[src/rtl/noc_pkg.sv]
`default_nettype none
// ============================================================================
// Module   : noc_pkg
// Brief    : Shared flit geometry, header field slices, port indices and
//            route codes for the leaf-level switch.
// Revision : 1.0
// ============================================================================
package noc_pkg;

    localparam int DATA_W   = 16;
    localparam int HEADER_W = 6;

    localparam int HDR_MSB  = 15;
    localparam int GRP_MSB  = 15;
    localparam int GRP_LSB  = 12;
    localparam int LEAF_MSB = 11;
    localparam int LEAF_LSB = 10;

    localparam int LEAF0   = 0;
    localparam int LEAF1   = 1;
    localparam int LEAF2   = 2;
    localparam int LEAF3   = 3;
    localparam int PORT_UP = 4;
    localparam int NUM_IN  = 5;

    localparam logic [1:0] ROUTE_LOC  = 2'd0;
    localparam logic [1:0] ROUTE_UP   = 2'd1;
    localparam logic [1:0] ROUTE_DROP = 2'd2;

endpackage
`default_nettype wire

[src/rtl/flit_fifo.sv]
`default_nettype none
// ============================================================================
// Module   : flit_fifo
// Brief    : Synchronous single-clock flit FIFO with first-word-fall-through
//            head. A push while full is refused even if a pop coincides.
// Revision : 1.0
// ============================================================================
module flit_fifo #(
    parameter int DATA_W = 16,
    parameter int DEPTH  = 4
) (
    input  logic              clk,
    input  logic              reset,
    input  logic              push,
    input  logic              pop,
    input  logic [DATA_W-1:0] din,
    output logic              full,
    output logic              empty,
    output logic [DATA_W-1:0] head
);

    localparam int c_addr_w = $clog2(DEPTH);

    logic [DATA_W-1:0] r_mem [DEPTH];
    logic [c_addr_w-1:0] r_wr_ptr;
    logic [c_addr_w-1:0] r_rd_ptr;
    logic [c_addr_w:0]   r_count;
    logic                w_do_push;
    logic                w_do_pop;

    assign full      = (r_count == (c_addr_w+1)'(DEPTH));
    assign empty     = (r_count == '0);
    assign head      = r_mem[r_rd_ptr];
    assign w_do_push = push && !full;
    assign w_do_pop  = pop && !empty;

    // Storage is not reset: the count alone decides what is valid.
    always_ff @(posedge clk) begin
        if (w_do_push) begin
            r_mem[r_wr_ptr] <= din;
        end
    end

    always_ff @(posedge clk) begin
        if (!reset) begin
            r_wr_ptr <= '0;
            r_rd_ptr <= '0;
            r_count  <= '0;
        end else begin
            if (w_do_push) begin
                r_wr_ptr <= r_wr_ptr + 1'b1;
            end
            if (w_do_pop) begin
                r_rd_ptr <= r_rd_ptr + 1'b1;
            end
            case ({w_do_push, w_do_pop})
                2'b10:   r_count <= r_count + 1'b1;
                2'b01:   r_count <= r_count - 1'b1;
                default: r_count <= r_count;
            endcase
        end
    end

endmodule
`default_nettype wire

[src/rtl/leaf_router.sv]
`default_nettype none
// ============================================================================
// Module   : leaf_router
// Brief    : First-hop switch for four local GPUs plus one group uplink.
//            Per-input FIFOs, head decode, per-output round-robin arbitration.
// Revision : 1.0
// ============================================================================
module leaf_router #(
    parameter logic [3:0] GROUP_ID   = 4'd3,
    parameter int         DATA_W     = 16,
    parameter int         HEADER_W   = 6,
    parameter int         FIFO_DEPTH = 4
) (
    input  logic                clk,
    input  logic                reset,
    input  logic [4*DATA_W-1:0] loc_data_in,
    input  logic [3:0]          loc_valid_in,
    output logic [3:0]          loc_ready_out,
    output logic [4*DATA_W-1:0] loc_data_out,
    output logic [3:0]          loc_valid_out,
    input  logic [DATA_W-1:0]   up_data_in,
    input  logic                up_valid_in,
    output logic                up_ready_out,
    output logic [DATA_W-1:0]   up_data_out,
    output logic                up_valid_out,
    input  logic                up_ready_in,
    output logic [7:0]          drop_count
);

    import noc_pkg::*;

    logic [DATA_W-1:0] w_in_data [NUM_IN];
    logic [NUM_IN-1:0] w_in_valid;
    logic [NUM_IN-1:0] w_ready;
    logic [NUM_IN-1:0] w_push;
    logic [NUM_IN-1:0] w_pop;
    logic [NUM_IN-1:0] w_full;
    logic [NUM_IN-1:0] w_empty;
    logic [DATA_W-1:0] w_head [NUM_IN];
    logic [1:0]        w_route [NUM_IN];
    logic [2:0]        w_tgt [NUM_IN];
    logic [NUM_IN-1:0] w_req [NUM_IN];
    logic [NUM_IN-1:0] w_gnt_ok;
    logic [2:0]        w_win [NUM_IN];
    logic [2:0]        w_ndrop;
    logic [8:0]        w_drop_sum;
    logic              w_up_free;

    logic [2:0]        r_ptr [NUM_IN];
    logic [DATA_W-1:0] r_loc_data [4];
    logic [3:0]        r_loc_valid;
    logic [DATA_W-1:0] r_up_data;
    logic              r_up_valid;
    logic [7:0]        r_drop_count;

    assign w_in_valid = {up_valid_in, loc_valid_in};
    assign w_up_free  = !r_up_valid || up_ready_in;

    generate
        for (genvar gi = 0; gi < NUM_IN; gi++) begin : g_in
            if (gi < PORT_UP) begin : g_leaf_src
                assign w_in_data[gi] = loc_data_in[gi*DATA_W +: DATA_W];
            end else begin : g_up_src
                assign w_in_data[gi] = up_data_in;
            end

            // Ready is purely registered state; held low while in reset.
            assign w_ready[gi] = reset && !w_full[gi];
            assign w_push[gi]  = w_in_valid[gi] && w_ready[gi];

            flit_fifo #(
                .DATA_W (DATA_W),
                .DEPTH  (FIFO_DEPTH)
            ) u_fifo (
                .clk   (clk),
                .reset (reset),
                .push  (w_push[gi]),
                .pop   (w_pop[gi]),
                .din   (w_in_data[gi]),
                .full  (w_full[gi]),
                .empty (w_empty[gi]),
                .head  (w_head[gi])
            );
        end

        for (genvar go = 0; go < 4; go++) begin : g_loc_out
            assign loc_data_out[go*DATA_W +: DATA_W] = r_loc_data[go];
        end
    endgenerate

    assign loc_ready_out = w_ready[3:0];
    assign up_ready_out  = w_ready[PORT_UP];
    assign loc_valid_out = r_loc_valid;
    assign up_data_out   = r_up_data;
    assign up_valid_out  = r_up_valid;
    assign drop_count    = r_drop_count;

    // Head decode: uplink-sourced flits for a foreign group are discarded.
    always_comb begin
        for (int i = 0; i < NUM_IN; i++) begin
            w_route[i] = ROUTE_DROP;
            w_tgt[i]   = 3'(PORT_UP);
            if (w_head[i][HDR_MSB -: HEADER_W] == '0) begin
                w_route[i] = ROUTE_DROP;
            end else if (w_head[i][GRP_MSB:GRP_LSB] == GROUP_ID) begin
                w_route[i] = ROUTE_LOC;
                w_tgt[i]   = {1'b0, w_head[i][LEAF_MSB:LEAF_LSB]};
            end else if (i != PORT_UP) begin
                w_route[i] = ROUTE_UP;
            end
        end
    end

    always_comb begin
        for (int o = 0; o < NUM_IN; o++) begin
            for (int i = 0; i < NUM_IN; i++) begin
                w_req[o][i] = !w_empty[i] && (w_route[i] != ROUTE_DROP) &&
                              (w_tgt[i] == 3'(o));
            end
        end
    end

    always_comb begin
        logic       found;
        logic [3:0] sum;
        logic [2:0] idx;
        for (int o = 0; o < NUM_IN; o++) begin
            found    = 1'b0;
            w_win[o] = '0;
            for (int k = 0; k < NUM_IN; k++) begin
                sum = {1'b0, r_ptr[o]} + 4'(k);
                idx = (sum >= 4'd5) ? 3'(sum - 4'd5) : sum[2:0];
                if (!found && w_req[o][idx]) begin
                    found    = 1'b1;
                    w_win[o] = idx;
                end
            end
            w_gnt_ok[o] = found && ((o != PORT_UP) || w_up_free);
        end
    end

    always_comb begin
        w_pop   = '0;
        w_ndrop = '0;
        for (int i = 0; i < NUM_IN; i++) begin
            if (!w_empty[i] && (w_route[i] == ROUTE_DROP)) begin
                w_pop[i] = 1'b1;
                w_ndrop  = w_ndrop + 3'd1;
            end
        end
        for (int o = 0; o < NUM_IN; o++) begin
            if (w_gnt_ok[o]) begin
                w_pop[w_win[o]] = 1'b1;
            end
        end
    end

    assign w_drop_sum = {1'b0, r_drop_count} + {6'd0, w_ndrop};

    always_ff @(posedge clk) begin
        if (!reset) begin
            for (int o = 0; o < NUM_IN; o++) begin
                r_ptr[o] <= '0;
            end
            for (int o = 0; o < 4; o++) begin
                r_loc_data[o] <= '0;
            end
            r_loc_valid  <= '0;
            r_up_data    <= '0;
            r_up_valid   <= 1'b0;
            r_drop_count <= '0;
        end else begin
            for (int o = 0; o < NUM_IN; o++) begin
                if (w_gnt_ok[o]) begin
                    r_ptr[o] <= (w_win[o] == 3'(PORT_UP)) ? 3'd0 : w_win[o] + 3'd1;
                end
            end
            for (int o = 0; o < 4; o++) begin
                r_loc_valid[o] <= w_gnt_ok[o];
                if (w_gnt_ok[o]) begin
                    r_loc_data[o] <= w_head[w_win[o]];
                end
            end
            if (w_gnt_ok[PORT_UP]) begin
                r_up_valid <= 1'b1;
                r_up_data  <= w_head[w_win[PORT_UP]];
            end else if (up_ready_in) begin
                r_up_valid <= 1'b0;
            end
            r_drop_count <= w_drop_sum[8] ? 8'hFF : w_drop_sum[7:0];
        end
    end

endmodule
`default_nettype wire

[config.mk]
export PLATFORM = sky130hd
export DESIGN_NAME = leaf_router
export DESIGN_NICKNAME = d
export VERILOG_FILES = /design/src/rtl/noc_pkg.sv /design/src/rtl/flit_fifo.sv /design/src/rtl/leaf_router.sv
export SDC_FILE = /design/constraint.sdc
export NUM_CORES = 1
export LEC_CHECK = 0
export CORE_MARGIN = 4
export CORE_UTILIZATION = 52
export DETAILED_ROUTE_END_ITERATION = 12
export GPL_TIMING_DRIVEN = 0
export PLACE_DENSITY = 0.72
export SKIP_CTS_REPAIR_TIMING = 1
export SLEW_MARGIN = 15
export SYNTH_ARGS = -nofsm -noshare
export SYNTH_HDL_FRONTEND = slang
export SYNTH_SLANG_ARGS = --single-unit
[constraint.sdc]
create_clock -name clk -period 6 [get_ports clk]
set_clock_uncertainty 0.1 [all_clocks]
set_input_delay 1.2 -clock clk [delete_from_list [all_inputs] [get_ports clk]]
set_output_delay 1.2 -clock clk [all_outputs]
set_load 0.1 [all_outputs]
## Word level (Yosys, flattened, before mapping)

Memory sizes are Yosys's and may differ from the RTL's. A register that Yosys moved wholly into a read port is not among the register bits.
Cells that the tools add are included.

| storage, ports and cells | value |
|---|---|
| output and inout bits | 98 |
| memories | 7 |
| memory bits (writable) | 399 |
| register bits after elaboration | 64 |
| logic and storage cells | 617 |
| input port bits | 88 |

Memories:

| memory | depth | width | read ports | clocked after memory_dff | write ports | RTL line | text |
|---|---|---|---|---|---|---|---|
| g_in[0].u_fifo.r_mem | 4 | 16 | 1 | 1 | 1 | flit_fifo.sv:24 | `logic [DATA_W-1:0] r_mem [DEPTH];` |
| g_in[1].u_fifo.r_mem | 4 | 16 | 1 | 1 | 1 | flit_fifo.sv:24 |  |
| g_in[2].u_fifo.r_mem | 4 | 16 | 1 | 1 | 1 | flit_fifo.sv:24 |  |
| g_in[3].u_fifo.r_mem | 4 | 16 | 1 | 1 | 1 | flit_fifo.sv:24 |  |
| g_in[4].u_fifo.r_mem | 4 | 16 | 1 | 1 | 1 | flit_fifo.sv:24 |  |
| r_loc_data | 4 | 16 | 4 | 0 | 4 | leaf_router.sv:50 | `logic [DATA_W-1:0] r_loc_data [4];` |
| +1 memories | - | - | - | - | - | - |  |

| operators by class | value |
|---|---|
| $add $sub $neg | 75 |
| $lt $le $gt $ge | 65 |
| equality and inequality tests | 55 |
| muxes and demuxes | 243 |
| reductions and logical operators | 134 |
| bitwise operators | 19 |

Operators by type and width:

| cell | number |
|---|---|
| 16-bit binary-select mux with 3-bit select | 5 |
| 16-bit 2-to-1 mux | 14 |
| 3-bit 2-to-1 mux | 74 |
| 3-bit by 4-bit < comparator with 1-bit output (second input constant) | 30 |
| 1-bit 2-to-1 mux | 93 |
| 1-bit logical AND | 81 |
| 4-bit by 3-bit >= comparator with 1-bit output (second input constant) | 20 |
| 1-bit binary-select mux with 3-bit select | 25 |
| 3-bit subtractor (second input constant) | 25 |
| 3-bit equality test (second input constant) | 15 |
| 3-bit by 1-bit adder with 3-bit output (second input constant) | 14 |
| 3-bit by 2-bit adder with 4-bit output (second input constant) | 10 |
| 2-bit 2-to-1 mux | 16 |
| 1-bit logical NOT | 31 |
| 3-bit by 2-bit equality test with 1-bit output (second input constant) | 10 |
| 3-bit logical NOT | 10 |
| 6-bit logical NOT | 5 |
| 3-bit one-hot mux with 2 select lines | 5 |
| 5-bit 2-to-1 mux | 5 |
| 5-bit bitwise OR | 5 |
| 2-bit by 1-bit adder with 2-bit output (second input constant) | 10 |
| 3-bit by 1-bit adder with 4-bit output (second input constant) | 5 |
| 3-bit by 3-bit adder with 4-bit output (second input constant) | 5 |
| 2-bit equality test (second input constant) | 10 |
| other kinds (15) | 68 |

## Logic depth before layout (Yosys ltp)

Gate-level depths: netlist of the first run.

| logic depth | value |
|---|---|
| depth in word-level cells | 38 |
| mapped depth | 23 |
| mapped depth without buffers | 22 |

## Hierarchy

A second synthesis of the first run with hierarchy kept.

| unflattened totals | value |
|---|---|
| cell total of the unflattened synthesis | 2,061 |
| area total of the unflattened synthesis | 25,573.3 sq um |

Modules (own cells, without submodules):

| module | times used | cells an instance | seq. area each (sq um) | area each (sq um) |
|---|---|---|---|---|
| flit_fifo | 5 | 138 | 2,102.0 | 2,817.7 |
| leaf_router | 1 | 1,371 | 2,952.8 | 11,484.8 |

## Worst setup path after synthesis of the first run

OpenSTA, ideal clock, no wires.

| timing | value |
|---|---|
| kind | register to register |
| start point | mem r_ptr[2][0] (netlist: r_ptr[0][6]) |
| end point | reg g_in[0].u_fifo.r_count[2] |
| path slack | 0.885 ns |
| required time | 5.829 ns |
| buffers on the path | 2 |
| data arrival time | 4.945 ns |
| cell stages (with the launch flop) | 23 |
| clock period less this slack | 5.115 ns |
| setup time | 0.071 ns |
| cell sequence | edfxtp_1 buf_2 inv_1 ha_1 ha_1 clkbuf_1 a21oi_1 mux2i_1 mux2i_1 o31ai_1 or2_2 or4_4 a21oi_4 inv_2 a221o_1 a221oi_2 nand2_1 ha_1 inv_1 fa_1 xor2_1 or3_1 a21oi_1 |

RTL lines:

| what | RTL line | text |
|---|---|---|
| start, declared | leaf_router.sv:49 | `logic [2:0] r_ptr [NUM_IN];` |
| end signal, assigned | flit_fifo.sv:57 | `2'b10: r_count <= r_count + 1'b1;` |
| end signal, assigned | flit_fifo.sv:58 | `2'b01: r_count <= r_count - 1'b1;` |
| end signal, assigned | flit_fifo.sv:59 | `default: r_count <= r_count;` |
| end, declared | flit_fifo.sv:27 | `logic [c_addr_w:0] r_count;` |

==> results.txt, run 1 <==
* Status: finished, final reports clean
- Data arrival time of the critical path: 6.27 ns
* Count of flip-flops with a built-in enable after synthesis: 399
* Worst-path maximum fanout: 10
* Most common library cell in the layout ignoring fill and taps: sky130_fd_sc_hd__edfxtp_1
- The first global-routing pass estimated 113200 um of wire.
- Fin crit period: 5.872 ns
- Post-synthesis instance area: 0.02524 mm^2
- Adder and majority cell fraction of the synthesized area: 4.789%
* Type of the setup path with the least slack: flop to flop
- Number of violations reported at the end of detailed-routing iteration 0: 1984
- The detail route stage leaves a number of antenna-violating nets equal to 0.
* Async set-reset flop share out of synthesis: 0%
- Maximum clock frequency: 170.3 MHz
- Maximum number of pins on one net before global-route repair: 17
- After floorplanning, the core was sized to cover 0.04785 mm^2.
- After synthesis, the netlist uses 108 different library cells.
- Via count: 18840
- Of the total synthesized cell area, the portion taken by AND, OR, NAND and NOR gates is 11.01%.
- Required time at the endpoint of the critical path: 6.40 ns
- Setup violators final: 0
* Fraction of layout cells with a size suffix above 1: 12.73%
- During I/O placement, the number of pins put on the boundary was 186.
- Launching element type of the critical path: flop
- The floorplan has 80 rows.
- Max capacitance violation total: 0
- Fraction of synthesized area in multiplexers: 10.78%
- Dominant register cell in the synthesized netlist: sky130_fd_sc_hd__edfxtp_1
- Slew of the pin with the lowest slew margin: 1.138 ns
- Buffer depth of the longest clock path: 3
- The H-tree generated during clock tree synthesis spans 2 levels.
- Later-pin clock latency in the skew report: 0.58 ns
* Dominant combinational cell family by area after synthesis: compound AO/OA/AOI/OAI gates
- Final RePlAce weighted congestion: 0.9515
- The die is 228.3 um tall.
* Commonest cells after routing, fill and taps aside: sky130_fd_sc_hd__edfxtp_1 (399), sky130_fd_sc_hd__clkdlybuf4s50_1 (185), sky130_fd_sc_hd__nor2_1 (121), sky130_fd_sc_hd__a21oi_1 (109), sky130_fd_sc_hd__inv_1 (95)
- Compound-cell area share of the yosys netlist: 14.90%
- Number of detailed-routing iterations run before antenna repair: 6
- Share of the clock period used by the worst path after layout: 97.86%
- Summing the areas of all xor and xnor instances in the mapped netlist gives 2.013% of the synthesized area.
- Die Span X: 228.3 um
- Averaged over all synthesized cells, the footprint is 12.56 um^2.
- Sequential fraction of the synthesis area: 53.34%
- Synthesis inferred 473 register bits.
- TritonCTS clock tree: yes
- Detailed-route DRC error count: 0
* Final Routed Wirelength: 75220 um
- Port buffering added 185 buffers.
- Syn-to-layout area delta: 17.71%
* Total half-perimeter wirelength after legalization and detailed placement: 56770 um
* Max transition margin: 23.47%
* Largest incremental delay on the critical path: 0.78 ns
- The total overflow left after global routing is 0.
* CTS Root Cell: sky130_fd_sc_hd__clkbuf_16
* Mapped Cells: 2010
* Hold Fails Final Rpt: 0
- Worst min-delay path category: flop to flop
- Die ar.: 0.05212 mm^2
- In the final design database the tool counted 2444 nets.
- Yosys synthesis warning count: 0
- After clock tree synthesis, the clock-pin slew on the worst setup and hold paths is 0.06 ns.
* Total clock buffers created by CTS: 46
* Startpoint of the most critical hold path: g_in[3].u_fifo.r_rd_ptr[1]
- CP Capture Type: flop
- Global routing used 28.02% of the available tracks.
* Vias per std cell: 6.460
- Setup slack on the worst reg-to-reg path comes out at 0.13 ns.
- 0 antenna diodes ended up in the layout.
* Mean routed wirelength per cell: 25.79 um
* Slowest cell on crit path: sky130_fd_sc_hd__a2111oi_4
* Vias in the first global route: 18480
- Number of sinks driven by the clock tree: 473
* Ordered list of cells on the worst path: buf_2 -> mux2i_1 -> nand4_1 -> a2111oi_4 -> mux2i_1 -> nor3b_1 -> nor3_4 -> a221o_1 -> a22oi_1 -> o21a_1 -> buf_2 -> inv_2 -> o211ai_2 -> ha_1 -> inv_1 -> fa_1 -> xor2_1 -> or3_1 -> a21oi_1
- The initial antenna violation count came to 2.
- Starting density of the core: 52.75%
* Final slew viol count: 0
- WHS: 0.3960 ns
synth_stat cells (all sizes together), types with 36 or more instances:
master  count  share of area, %
nor2      122               1.8
a221oi     53               1.9
mux4       77               6.9
mux2i      85               3.4
nor2b      44               1.1
inv       101               1.5
o21ai      57               1.2
clkbuf     57              0.85
nand2      81               1.2
edfxtp    399                47
and3       36              0.91
ha         79               3.9
dfxtp      74               5.9
xnor2      42               1.5
nor3       38              0.86
a211oi     74               2.2
a21oi     115               2.4
worst max-delay path: cells and delay by family, from the launching register on:
kind | cells | cell delay, ns
mux | 2 | 0.48
flops | 1 | 0.33
xor+xnor | 1 | 0.17
simple gates | 4 | 1.41
compound gates | 6 | 2.01
buf+inv | 4 | 0.63
fa+ha+maj | 2 | 0.63
through the flow:
step | worst slack [ns] | instances | area [um^2] | TNS [ns] | utilization, %
after CTS | -0.3278 | 2906 | 29370 | -6.397 | 61.38
after global placement | -0.2717 | 2821 | 27900 | -5.003 | 58.31
after detailed placement | -0.3305 | 2822 | 27920 | -5.837 | 58.34
final | 0.1284 | 2917 | 29710 | 0 | 62.09
after global routing | -0.1087 | 2917 | 29710 | -0.1180 | 62.09
after floorplan | 0.8845 | 2021 | 25280 | 0 | -
routing by layer:
metal  vias to the layer above  part of all wire (%)  track usage [%]
met3                       212                   7.7            4.798
met1                      9294                    40            37.05
li1                       8406                     -                -
met5                         -                     0                0
met4                         0                   5.5            13.38
met2                       931                    47            45.38
cell type report:
cell class	count	area, um^2
Clock buffer	57	1214
Multi-Input combinational cell	1354	11260
Tap cell	615	769.5
Inverter	105	401.6
Timing Repair Buffer	201	1972
Sequential cell	473	13460
Clock inverter	27	237.7
Buffer	85	390.4
Fill cell	3619	18140
flip-flops by register name, indices dropped and copies added, names as in the netlist, named ones only:
name / flops
drop_count: 8
g_in.u_fifo.r_count: 15
g_in.u_fifo.r_mem: 320
g_in.u_fifo.r_rd_ptr: 10
g_in.u_fifo.r_wr_ptr: 10
loc_valid_out: 4
r_loc_data: 64
r_ptr: 15
up_data_out: 16
up_valid_out: 1
cells by family (layout without fill, tap and decap cells):
group / after synthesis / in the layout
AOI/OAI and AO/OA: 512 / 512
buffers and inverters: 194 / 475
xor gates and xnor gates: 58 / 58
DFF: 473 / 473
and+or+nand+nor: 509 / 509
other: 1 / 12
adders and majority gates: 90 / 90
muxes: 173 / 173
final timing paths:
kind / cells past startpoint / end
min: 2 / g_in[3].u_fifo.r_rd_ptr[1]
max reg2reg: 19 / g_in[2].u_fifo.r_count[2]
max: 19 / g_in[2].u_fifo.r_count[2]
min reg2reg: 2 / g_in[3].u_fifo.r_rd_ptr[1]
Power of run 1 is not shown: default switching activity piles up to over one toggle a cycle in this logic, so the estimate is an artifact.
==> run 2, diff against run 1 <==
CTS_BUF_LIST = sky130_fd_sc_hd__clkbuf_4 sky130_fd_sc_hd__clkbuf_8 sky130_fd_sc_hd__clkbuf_16   (was not set)
GPL_ROUTABILITY_DRIVEN = 0   (was not set)
==> run 2 against run 1 <==
Sequential share of layout area down 0.27 points. Critical path depth up 3. Count of clock-buffer cells in the layout up 10. Routed wire length down 2.3%. Via count about the same. Worst setup slack better by 0.084 ns. Maximum frequency up 1.5%. Highest routed layer unchanged.
==> results.txt, run 2 (synthesis results as in run 1) <==
- For the pin with the worst max-slew slack, the measured transition is 1.170 ns.
- The first global-routing pass estimated 110600 um of wire.
* Antenna-violating nets left: 0
- At the later pin of the worst-skew pair, clock insertion delay measures 0.60 ns.
- Via count: 18860
- The HPWL after detailed placement is 54960 um.
- Launching element type of the critical path: flop
- Maximum number of pins on one net before global-route repair: 17
- Syn-to-layout area delta: 18.41%
- Largest incremental delay on the critical path: 0.54 ns
- The tightest min-delay check is of the flop to flop type.
* Count of placed standard cells in the final layout, fillers left out: 2923
- In this run the tool buffered the top-level ports with 185 buffer cells.
- The slowest stage of the critical path is the sky130_fd_sc_hd__or4_4 cell.
- Number of detailed-routing iterations run before antenna repair: 6
* Count of H-tree levels built during CTS: 2
- TritonCTS clock tree: yes
- Number of rows created at floorplan: 80
- The flow ran to the end, and the final reports show no timing, DRC or antenna violations.
- Together, buffers and inverters on the worst path number 5.
* Total clock buffers created by CTS: 47
- The initial utilization of the core area, before any placement, comes to 52.75%.
- Top register by number of flip-flops: g_in.u_fifo.r_mem
- Fin crit period: 5.787 ns
- Including well taps, the total number of placed cells is 2821.
- The clock passes through at most 3 buffers.
- Dividing the detail-routed wire length by the instance count gives 25.14 um.
* Maximum clock frequency: 172.8 MHz
* Ordered list of cells on the worst path: clkbuf_4 -> clkinvlp_4 -> ha_1 -> inv_1 -> fa_2 -> o21ai_1 -> o21bai_1 -> a211oi_1 -> a211o_1 -> or3_1 -> or4_4 -> a21oi_4 -> inv_2 -> a221o_1 -> a221oi_4 -> nand2_1 -> ha_1 -> inv_1 -> fa_1 -> xor2_1 -> or3_1 -> a21oi_1
* Share of the clock period used by the worst path after layout: 96.45%
- Max transition margin: 21.27%
- The core region is 0.04785 mm^2.
- In the final design database the tool counted 2448 nets.
- Setup violators final: 0
* Detailed-route DRC error count: 0
- Number of violations reported at the end of detailed-routing iteration 0: 2183
* Boundary Pins: 186
- Max capacitance violation total: 0
- Layout filler cell count: 3658
- Fraction of layout cells with a size suffix above 1: 13.21%
- In the layout the commonest cells are sky130_fd_sc_hd__edfxtp_1 (399), sky130_fd_sc_hd__clkdlybuf4s50_1 (185), sky130_fd_sc_hd__nor2_1 (119), sky130_fd_sc_hd__a21oi_1 (109), sky130_fd_sc_hd__inv_1 (96).
- The floorplan step defined a die boundary enclosing 0.05212 mm^2.
* Final Routed Wirelength: 73490 um
- The initial antenna violation count is 0.
- The final-report max-slew violation count is 0.
- Hold Fails Final Rpt: 0
- Vias in the first global route: 18490
* Vias per std cell: 6.451
- 0 antenna diodes ended up in the layout.
* Worst-path maximum fanout: 10
* GRT Overall Usage: 27.31%
* Y dimension of the die: 228.3 um
- Number of sinks driven by the clock tree: 473
- In this run the horizontal extent of the chip is 228.3 um.
* Data arrival time of the critical path: 6.20 ns
- Required time at the endpoint of the critical path: 6.42 ns
- Max reg flops: 320
* Most common library cell in the layout ignoring fill and taps: sky130_fd_sc_hd__edfxtp_1
* CP Capture Type: flop
- Type of the setup path with the least slack: flop to flop
* CTS Root Cell: sky130_fd_sc_hd__clkbuf_16
* Global route overflow: 0
- Grouping stages by cell kind, the critical path spends the most delay in compound AO/OA/AOI/OAI gates.
- CTS clk-pin slew, worst paths: 0.07 ns
-- run 2: cell count changes in the layout (fill, tap and decap cells not counted), moves of 2 or more --
cell                         before  now
sky130_fd_sc_hd__a211oi_2         4    2
sky130_fd_sc_hd__clkbuf_8         0    5
sky130_fd_sc_hd__clkbuf_16       47   50
sky130_fd_sc_hd__inv_6            4    1
sky130_fd_sc_hd__clkbuf_1        61   52
sky130_fd_sc_hd__clkinvlp_4       6    3
sky130_fd_sc_hd__clkinv_8         0    2
sky130_fd_sc_hd__clkinv_4         3    1
sky130_fd_sc_hd__nor2_1         121  119
sky130_fd_sc_hd__nor2_2           1    3
sky130_fd_sc_hd__clkbuf_4         0   13
-- run 2: through the flow --
stage	util [%]	TNS, ns	cell area [um^2]	hold slack (ns)	setup WS [ns]
global route	62.46	-0.02542	29880	0.4257	-0.01691
CTS	61.69	-3.252	29510	0.3978	-0.1831
global placement	58.31	-0.9848	27900	0.3611	-0.06321
finish	62.46	0	29880	0.4004	0.2127
detailed placement	58.33	-2.884	27910	0.3738	-0.1607
floorplan	-	0	25280	0.3451	0.8845
-- run 2: layout make-up --
class                           instances  area (um^2)  area share (%)
Buffer                                 86        399.1           1.336
Clock buffer                           67         1410           4.719
Clock inverter                         20        196.4          0.6573
Inverter                              105        401.6           1.344
Multi-Input combinational cell       1354        11240           37.63
Sequential cell                       473        13460           45.05
Tap cell                              615        769.5           2.575
Timing Repair Buffer                  203         1999           6.691
-- run 2: final timing paths --
kind | start | endpoint | slack, ns | cells after the start
worst max register to register | r_ptr[0][6] | g_in[0].u_fifo.r_count[2] | 0.21 | 22
worst min register to register | g_in[0].u_fifo.r_rd_ptr[1] | g_in[0].u_fifo.r_rd_ptr[1] | 0.40 | 2
worst max-delay path | r_ptr[0][6] | g_in[0].u_fifo.r_count[2] | 0.21 | 22
worst min-delay path | g_in[0].u_fifo.r_rd_ptr[1] | g_in[0].u_fifo.r_rd_ptr[1] | 0.40 | 2
-- run 2: layer usage --
metal	GRT usage, %	part of all wire [%]	vias to the layer above
met4	11.67	4.6	0
met1	35.56	39	9350
met3	5.172	8.2	204
met5	0	0	-
met2	45.17	48	884
li1	-	-	8417
-- run 2: worst min-delay path: cells and delay by family (launching register included) --
family,cells,cell delay [ns]
simple gates,1,0.06
flops,1,0.31
mux,1,0.07
Power of run 2 is left out for the same reason.
==> run 3, diff against run 2 <==
==> constraint.sdc (replaced) <==
create_clock -name clk -period 6 [get_ports clk]
set_clock_uncertainty 0.1 [all_clocks]
set_input_delay 1.2 -clock clk [delete_from_list [all_inputs] [get_ports clk]]
set_output_delay 1.2 -clock clk [all_outputs]
set_load 0.01 [all_outputs]
==> results of run 3 <==
Same layout as run 2: the final DEF is identical, and so are final timing and power.
Power of run 3 is left out for the same reason.
